File: config.mk
export PLATFORM = sky130hd
export DESIGN_NAME = next_pc_unit
export DESIGN_NICKNAME = d
export VERILOG_FILES = /design/src/rtl/next_pc_unit.sv
export SDC_FILE = /design/constraint.sdc
export NUM_CORES = 1
export LEC_CHECK = 0
export BUFFER_PORTS_ARGS = -buffer_cell sky130_fd_sc_hd__buf_2
export CAP_MARGIN = 20
export CORE_MARGIN = 8
export CORE_UTILIZATION = 47
export CTS_CLUSTER_SIZE = 40
export DETAILED_ROUTE_END_ITERATION = 12
export PLACE_DENSITY = 0.82
export SLEW_MARGIN = 20
export SYNTH_ARGS = -nofsm -noshare
export SYNTH_HDL_FRONTEND = slang
export SYNTH_SLANG_ARGS = --single-unit
File: constraint.sdc
create_clock -name Clock -period 1.8 [get_ports Clock]
set_clock_uncertainty 0.1 [all_clocks]
set_input_delay 0.09 -clock Clock [delete_from_list [all_inputs] [get_ports Clock]]
set_output_delay 0.09 -clock Clock [all_outputs]
set_load 0.01 [all_outputs]
File: src/rtl/next_pc_unit.sv
// rtl/next_pc_unit.sv - next-PC generator with redirect arbitration, stall parking and optional RAS (NEXTPC_RAS_EN)
//
// Producer end of the PC update interface. Redirect requests are arbitrated
// Exception > Return > Call > BranchTaken. A redirect accepted while fetch is
// stalled is parked in PendTarget and issued on the first unstalled cycle.
// Define NEXTPC_RAS_EN to build the return-address stack that supplies Return
// targets. Without it, Return uses JumpTarget and Call only redirects.

module next_pc_unit #(
    parameter logic [31:0] EXC_VECTOR = 32'h0000_0080,
    parameter int          RAS_DEPTH  = 8,
    parameter int          RAS_AW     = 3
) (
    input  logic        Clock,
    input  logic        Reset,
    input  logic [31:0] PC,
    input  logic        Stall,
    input  logic        Exception,
    input  logic        Return,
    input  logic        Call,
    input  logic [31:0] JumpTarget,
    input  logic [31:0] LinkAddr,
    input  logic        BranchTaken,
    input  logic [31:0] BranchTarget,
    output logic [31:0] PCNext,
    output logic        PCWrite,
    output logic        Pending,
    output logic        RasEmpty,
    output logic        RasFull
);

    typedef enum logic {
        IDLE = 1'b0,
        PEND = 1'b1
    } state_t;

    state_t      state;
    state_t      state_nxt;
    logic [31:0] pend_target;
    logic [31:0] pend_target_nxt;

    // Priority-decoded request lines: exactly one winner at most.
    logic        win_exc;
    logic        win_ret;
    logic        win_call;
    logic        win_br;
    logic        any_req;

    // Target of the winning request, word aligned.
    logic [31:0] req_target;
    logic [31:0] ret_target;

    // RAS side-effect strobes, only ever asserted on the accepting edge.
    logic        ras_push;
    logic        ras_pop;
    logic        accept_ok;

    // Decode the winning request in priority order.
    always_comb begin
        win_exc  = Exception;
        win_ret  = !Exception && Return;
        win_call = !Exception && !Return && Call;
        win_br   = !Exception && !Return && !Call && BranchTaken;
        any_req  = Exception || Return || Call || BranchTaken;
    end

`ifdef NEXTPC_RAS_EN
    localparam logic [RAS_AW:0] DEPTH_C = (RAS_AW + 1)'(RAS_DEPTH);

    // The pointer addresses the next free slot; the top entry sits one below.
    // When full, the next free slot is also the oldest entry, so a push simply
    // overwrites it and the circular order stays intact.
    logic [31:0]       ras_mem [RAS_DEPTH];
    logic [RAS_AW-1:0] ras_ptr;
    logic [RAS_AW:0]   ras_count;
    logic [RAS_AW-1:0] ras_top_idx;
    logic [31:0]       ras_top;

    // Locate the current top-of-stack entry.
    always_comb begin
        ras_top_idx = ras_ptr - RAS_AW'(1);
        ras_top     = ras_mem[ras_top_idx];
        RasEmpty    = (ras_count == '0);
        RasFull     = (ras_count == DEPTH_C);
    end

    // Return takes the stack top when available, else the supplied target.
    always_comb begin
        ret_target = RasEmpty ? JumpTarget : ras_top;
    end

    // Stack storage is written on push only and needs no reset.
    always_ff @(posedge Clock) begin
        if (ras_push) begin
            ras_mem[ras_ptr] <= LinkAddr;
        end
    end

    // Pointer and occupancy count; count saturates at the stack depth.
    always_ff @(posedge Clock) begin
        if (!Reset) begin
            ras_ptr   <= '0;
            ras_count <= '0;
        end else if (ras_push) begin
            ras_ptr <= ras_ptr + RAS_AW'(1);
            if (ras_count != DEPTH_C) begin
                ras_count <= ras_count + (RAS_AW + 1)'(1);
            end
        end else if (ras_pop) begin
            ras_ptr   <= ras_ptr - RAS_AW'(1);
            ras_count <= ras_count - (RAS_AW + 1)'(1);
        end
    end
`else
    // No stack: Return falls back to JumpTarget and the flags are fixed.
    logic unused_cfg;

    always_comb begin
        ret_target = JumpTarget;
        RasEmpty   = 1'b1;
        RasFull    = 1'b0;
        unused_cfg = ^{LinkAddr, 32'(RAS_DEPTH), 32'(RAS_AW), ras_push, ras_pop};
    end
`endif

    // Select the target of the winning request and force word alignment.
    always_comb begin
        req_target = BranchTarget;
        if (win_exc) begin
            req_target = EXC_VECTOR;
        end else if (win_ret) begin
            req_target = ret_target;
        end else if (win_call) begin
            req_target = JumpTarget;
        end else if (win_br) begin
            req_target = BranchTarget;
        end
        req_target[1:0] = 2'b00;
    end

    // A Call/Return is accepted only from IDLE; in PEND anything but an
    // exception is wrong-path and leaves the stack untouched.
    always_comb begin
        accept_ok = Reset && (state == IDLE);
        ras_push  = accept_ok && win_call;
        ras_pop   = accept_ok && win_ret && !RasEmpty;
    end

    // Next-state logic for the parking FSM.
    always_comb begin
        state_nxt       = state;
        pend_target_nxt = pend_target;
        case (state)
            IDLE: begin
                if (Stall && any_req) begin
                    state_nxt       = PEND;
                    pend_target_nxt = req_target;
                end
            end
            PEND: begin
                if (Stall) begin
                    if (Exception) begin
                        pend_target_nxt = {EXC_VECTOR[31:2], 2'b00};
                    end
                end else begin
                    state_nxt = IDLE;
                end
            end
            default: begin
                state_nxt = IDLE;
            end
        endcase
    end

    // State and parked-target registers; reset discards any parked redirect.
    always_ff @(posedge Clock) begin
        if (!Reset) begin
            state       <= IDLE;
            pend_target <= '0;
        end else begin
            state       <= state_nxt;
            pend_target <= pend_target_nxt;
        end
    end

    // Drive the PC register: hold on stall, redirect, or let it self-increment.
    always_comb begin
        PCWrite = 1'b0;
        PCNext  = PC + 32'd4;
        Pending = (state == PEND);
        if (!Reset) begin
            PCWrite = 1'b0;
            PCNext  = '0;
        end else if (Stall) begin
            PCWrite = 1'b1;
            PCNext  = PC;
        end else if (state == PEND) begin
            PCWrite = 1'b1;
            PCNext  = Exception ? {EXC_VECTOR[31:2], 2'b00} : pend_target;
        end else if (any_req) begin
            PCWrite = 1'b1;
            PCNext  = req_target;
        end
    end

endmodule

# Word level (Yosys, flattened, before mapping)
# Cells that the tools add are included.
# Widths: inputs -> output; s select.
# word_totals
wordCells	34
out_inout_bits	36
input_bits	135
ff_bits	33
# classes
n_mux	18
addsub	1
reduce_logical	10
n_eq_ne	2
bitwise	1
# op_table
operator	n
$mux 32	10
$pmux 32 s2	1
$add 32x3->32 const B	1
$mux 1	6
$logic_and 1x1->1	4
$logic_or 1x1->1	3
$logic_not 1->1	2
$ne 2x1->1 const B	1
$ne 2x2->1 const B	1
$pmux 1 s2	1
$reduce_and 2->1	1
$not 1->1	1

# Depth between registers and ports, before layout
# depth
ltp_word	10
ltp_mapped	7

# Worst setup path before layout
# Ideal clock, no wire load.
# synth_path
path_kind	register to output
from	reg state (netlist: Pending)
to	out PCNext[15]
n_path_buf	2
setup_slack_ns	-0.091
path_stages_with_launch	6
t_arrival_ns	1.701
path_cell_list	dfxtp_1 -> nor2b_1 -> clkbuf_8 -> clkbuf_1 -> nand2_1 -> a221oi_1
# synth_via
elab_chain_cells	3
# synth_lines
item	line_no	text
start: declaration	37	state_t state;
start signal: assignment	181	state <= state_nxt;
$mux 32	197	end else if (state == PEND) begin
$mux 32	194	end else if (Stall) begin
$mux 32	191	if (!Reset) begin
end: declaration	25	output logic [31:0] PCNext,
# Every way passes these cells.

# Worst setup path after layout
# layout_path
from	reg state (netlist: Pending)
to	out PCNext[10]
# Same word-level chain as after synthesis.

==> run_results.csv <==
group,metric,value,unit
run_status,status,"finished with violations",
run_status,failed_checks,"setup timing",
power_and_ir_drop,peakVddDrop,0.2964,mV
logic_synthesis,synthTopCellsByArea,"dfxtp_1 20%, a21oi_1 10%, nand2_1 8.9%",
placed_design,gp_congestion,0.9620,
logic_synthesis,synthCells,494,
cells_and_area,area_growth_syn_to_layout,58.42,%
logic_synthesis,yosysWarnings,0,
drt,drcViolationCount,0,
cells_and_area,register_area,664.4,um^2
logic_synthesis,ys_seq_elements,33,
setup_path,start_kind,"flip-flop",
logic_synthesis,yosysSeqAreaShare,19.72,%
setup_path,crit_path_end_kind,"primary output",
drt,viasPerCell,6.398,
sta,slew_headroom,51.26,%
clock_network,htreeDepth,2,
sta,drv_slew,0,
floorplanning,dieHeight,100.4,um
floorplanning,die_w,100.4,um
floorplanning,core.rowCount,30,
grt,grt_pass1_wl,24630,um
logic_synthesis,synth_edf_count,0,
sta,worst_pin_slew,723.5,ps
floorplanning,start_util,49.03,%
cells_and_area,final_util,77.67,%
logic_synthesis,yosys.area_share.adder,0.3736,%
drt,firstDrtPassIters,7,
grt,grtUsageTotal,30.16,%
placed_design,hpwl,11200,um
cells_and_area,fillerInstances,489,
grt,antenna_found_initial,0,
setup_path,crit_required,1610,ps
grt,grt_start_max_net_pins,23,
drt,dr_total_vias,5061,
sta,fin_crit_sh,115.8,%
logic_synthesis,synthSimpleGateAreaFrac,29.92,%
sta,rsz0062_at_grt,"yes",
logic_synthesis,async_flop_share,0,%
clock_network,clk_pin_slew,70,ps
drt,drt_iter0_drc,571,
clock_network,clock_latency,290,ps
floorplanning,io_pins,171,
logic_synthesis,synthXorXnorAreaFrac,2.876,%
clock_network,cts_num_sinks,33,
hold_path,hp-class,"in -> reg",
floorplanning,core,0.006832,mm^2
cells_and_area,fin_area,0.005306,mm^2
placed_design,place_area,0.004604,mm^2
setup_path,crit_fanout,5,
power_and_ir_drop,p_per_area,450.5,mW/mm^2
cells_and_area,drive_gt1_share,46.19,%
cells_and_area,layout_common_cells,"130 x buf_2, 81 x buf_4, 77 x nand2_1",
logic_synthesis,ys_types,69,
cells_and_area,final_common_cell,"buf_2",
cells_and_area,nets,830,
setup_path,worstPathArrival,1890,ps
logic_synthesis,synth_flop_cell,"dfxtp_1",
clock_network,clock_path_buffers,2,
sta,finalSetupViolations,30,
logic_synthesis,syn_area,0.003349,mm^2
sta,setup_slack,-283.9,ps
drt,finalWirelength,16260,um
grt,grt_pass1_vias,5051,
logic_synthesis,synth_compound_area_share,35.23,%
placed_design,place_ws,-204.7,ps
setup_path,worstSetupPathType,"reg -> out",
floorplanning,dieArea,0.01008,mm^2
drt,wl_per_cell,20.55,um
sta,post-route-min-period,2084,ps
placed_design,io_buffer_count,132,
cells_and_area,n_antenna_cell,0,
clock_network,cts_root_buf,"clkbuf_8",
cells_and_area,multi_input_area,0.002765,mm^2
drt,ant_nets,0,
clock_network,numCtsBuffers,5,
clock_network,cts_tree,"yes",
logic_synthesis,yosysTopAreaCellShare,19.72,%
grt,grt.overflow.total,0,
flow_run,cap_violations,0,
logic_synthesis,synthMuxAreaShare,3.960,%
logic_synthesis,syn-num-nets,630,
sta,hold_viol_final,0,
power_and_ir_drop,p_leak,2.314,nW
logic_synthesis,synth_top_family_by_area,"compound AO/OA/AOI/OAI gates",
logic_synthesis,avgSynthCellArea,6.780,um^2
logic_synthesis,yosysTopAreaCell,"dfxtp_1",
clock_network,cts_hold_buf,0,
sta,max_freq,479.9,MHz
[cells in the mapped netlist, types with 5 or more instances]
master / count
clkbuf_8: 5
inv_1: 7
a21oi_1: 68
nand2_1: 79
a211oi_1: 12
buf_2: 7
and4_1: 5
xor2_1: 7
mux2i_1: 11
o21ai_0: 30
dfxtp_1: 33
nand4_1: 8
nor2_1: 48
clkbuf_1: 26
nor4_1: 5
o22ai_1: 7
nand3_1: 11
a22oi_1: 27
o221ai_1: 7
nor3_1: 12
[routing by layer]
metal  vias up  GRT usage [%]  share of wire, %
li1       2235              -                 -
met2       407          51.64                47
met3        96          7.336                11
met4         0          14.19               4.8
met1      2323          34.33                37
met5         -              0                 0
[power by group]
group | internal (mW) | switching [mW] | leakage (nW)
logic | 0.462 | 0.574 | 2.00
clock network | 0.269 | 0.305 | 0.0450
registers | 0.758 | 0.0242 | 0.269
[state kept, by name (all words and copies together) (netlist names)]
register	count
pend_target	32
Pending	1
[kinds of logic (layout without fill, tap and decap cells)]
group | Yosys count | in the layout
xor+xnor | 11 | 11
fa+ha+maj | 1 | 1
flops | 33 | 33
other cells | 2 | 2
buf+inv | 50 | 251
simple gates | 199 | 199
compound gates | 185 | 185
mux | 13 | 13
[critical path, stage by stage (launching register included)]
cell and delay, ps:
dfxtp_4 400, nor2b_4 260, bufbuf_16 300, nand2_1 70, nor3b_1 150, nor4_1 240, buf_2 190
[final timing paths]
path | slack, ps | to | startpoint | cells after the start
hold / removal | 90 | pend_target[2] | BranchTarget[2] | 5
setup / recovery | -280 | PCNext[10] | Pending | 6
setup reg to reg | 80 | pend_target[13] | Pending | 7
hold reg to reg | 390 | pend_target[0] | pend_target[0] | 1
[stage by stage]
step | instances | hold WS (ps) | setup TNS, ps | total power [mW]
final | 791 | 85.94 | -5147 | 2.391
after global routing | 791 | 121.6 | -7437 | 2.481
after CTS | 783 | 57.42 | -3416 | 2.291
after detailed placement | 762 | 355.9 | -1311 | 1.639
after global placement | 762 | 341.0 | -863.1 | 1.617
after floorplan | 494 | 139.8 | -9.714 | 1.218
[timing repair]
item,4_1_cts,5_1_grt
endpoints found under the setup margin,30,33
cloned,2,0
gates resized for setup,65,40
hold endpoints to repair,0,0
setup buffers,11,10
pin swaps,14,18
[final cells by class]
type	count	area share, %
repair buffers	235	30.98
multi-input cells	411	52.11
flip-flops and latches	33	12.52
clock inverters	2	0.1886
inverters	8	0.5659
clock buffers	6	1.368
well taps	96	2.264
(Power assumes the default switching activity.)
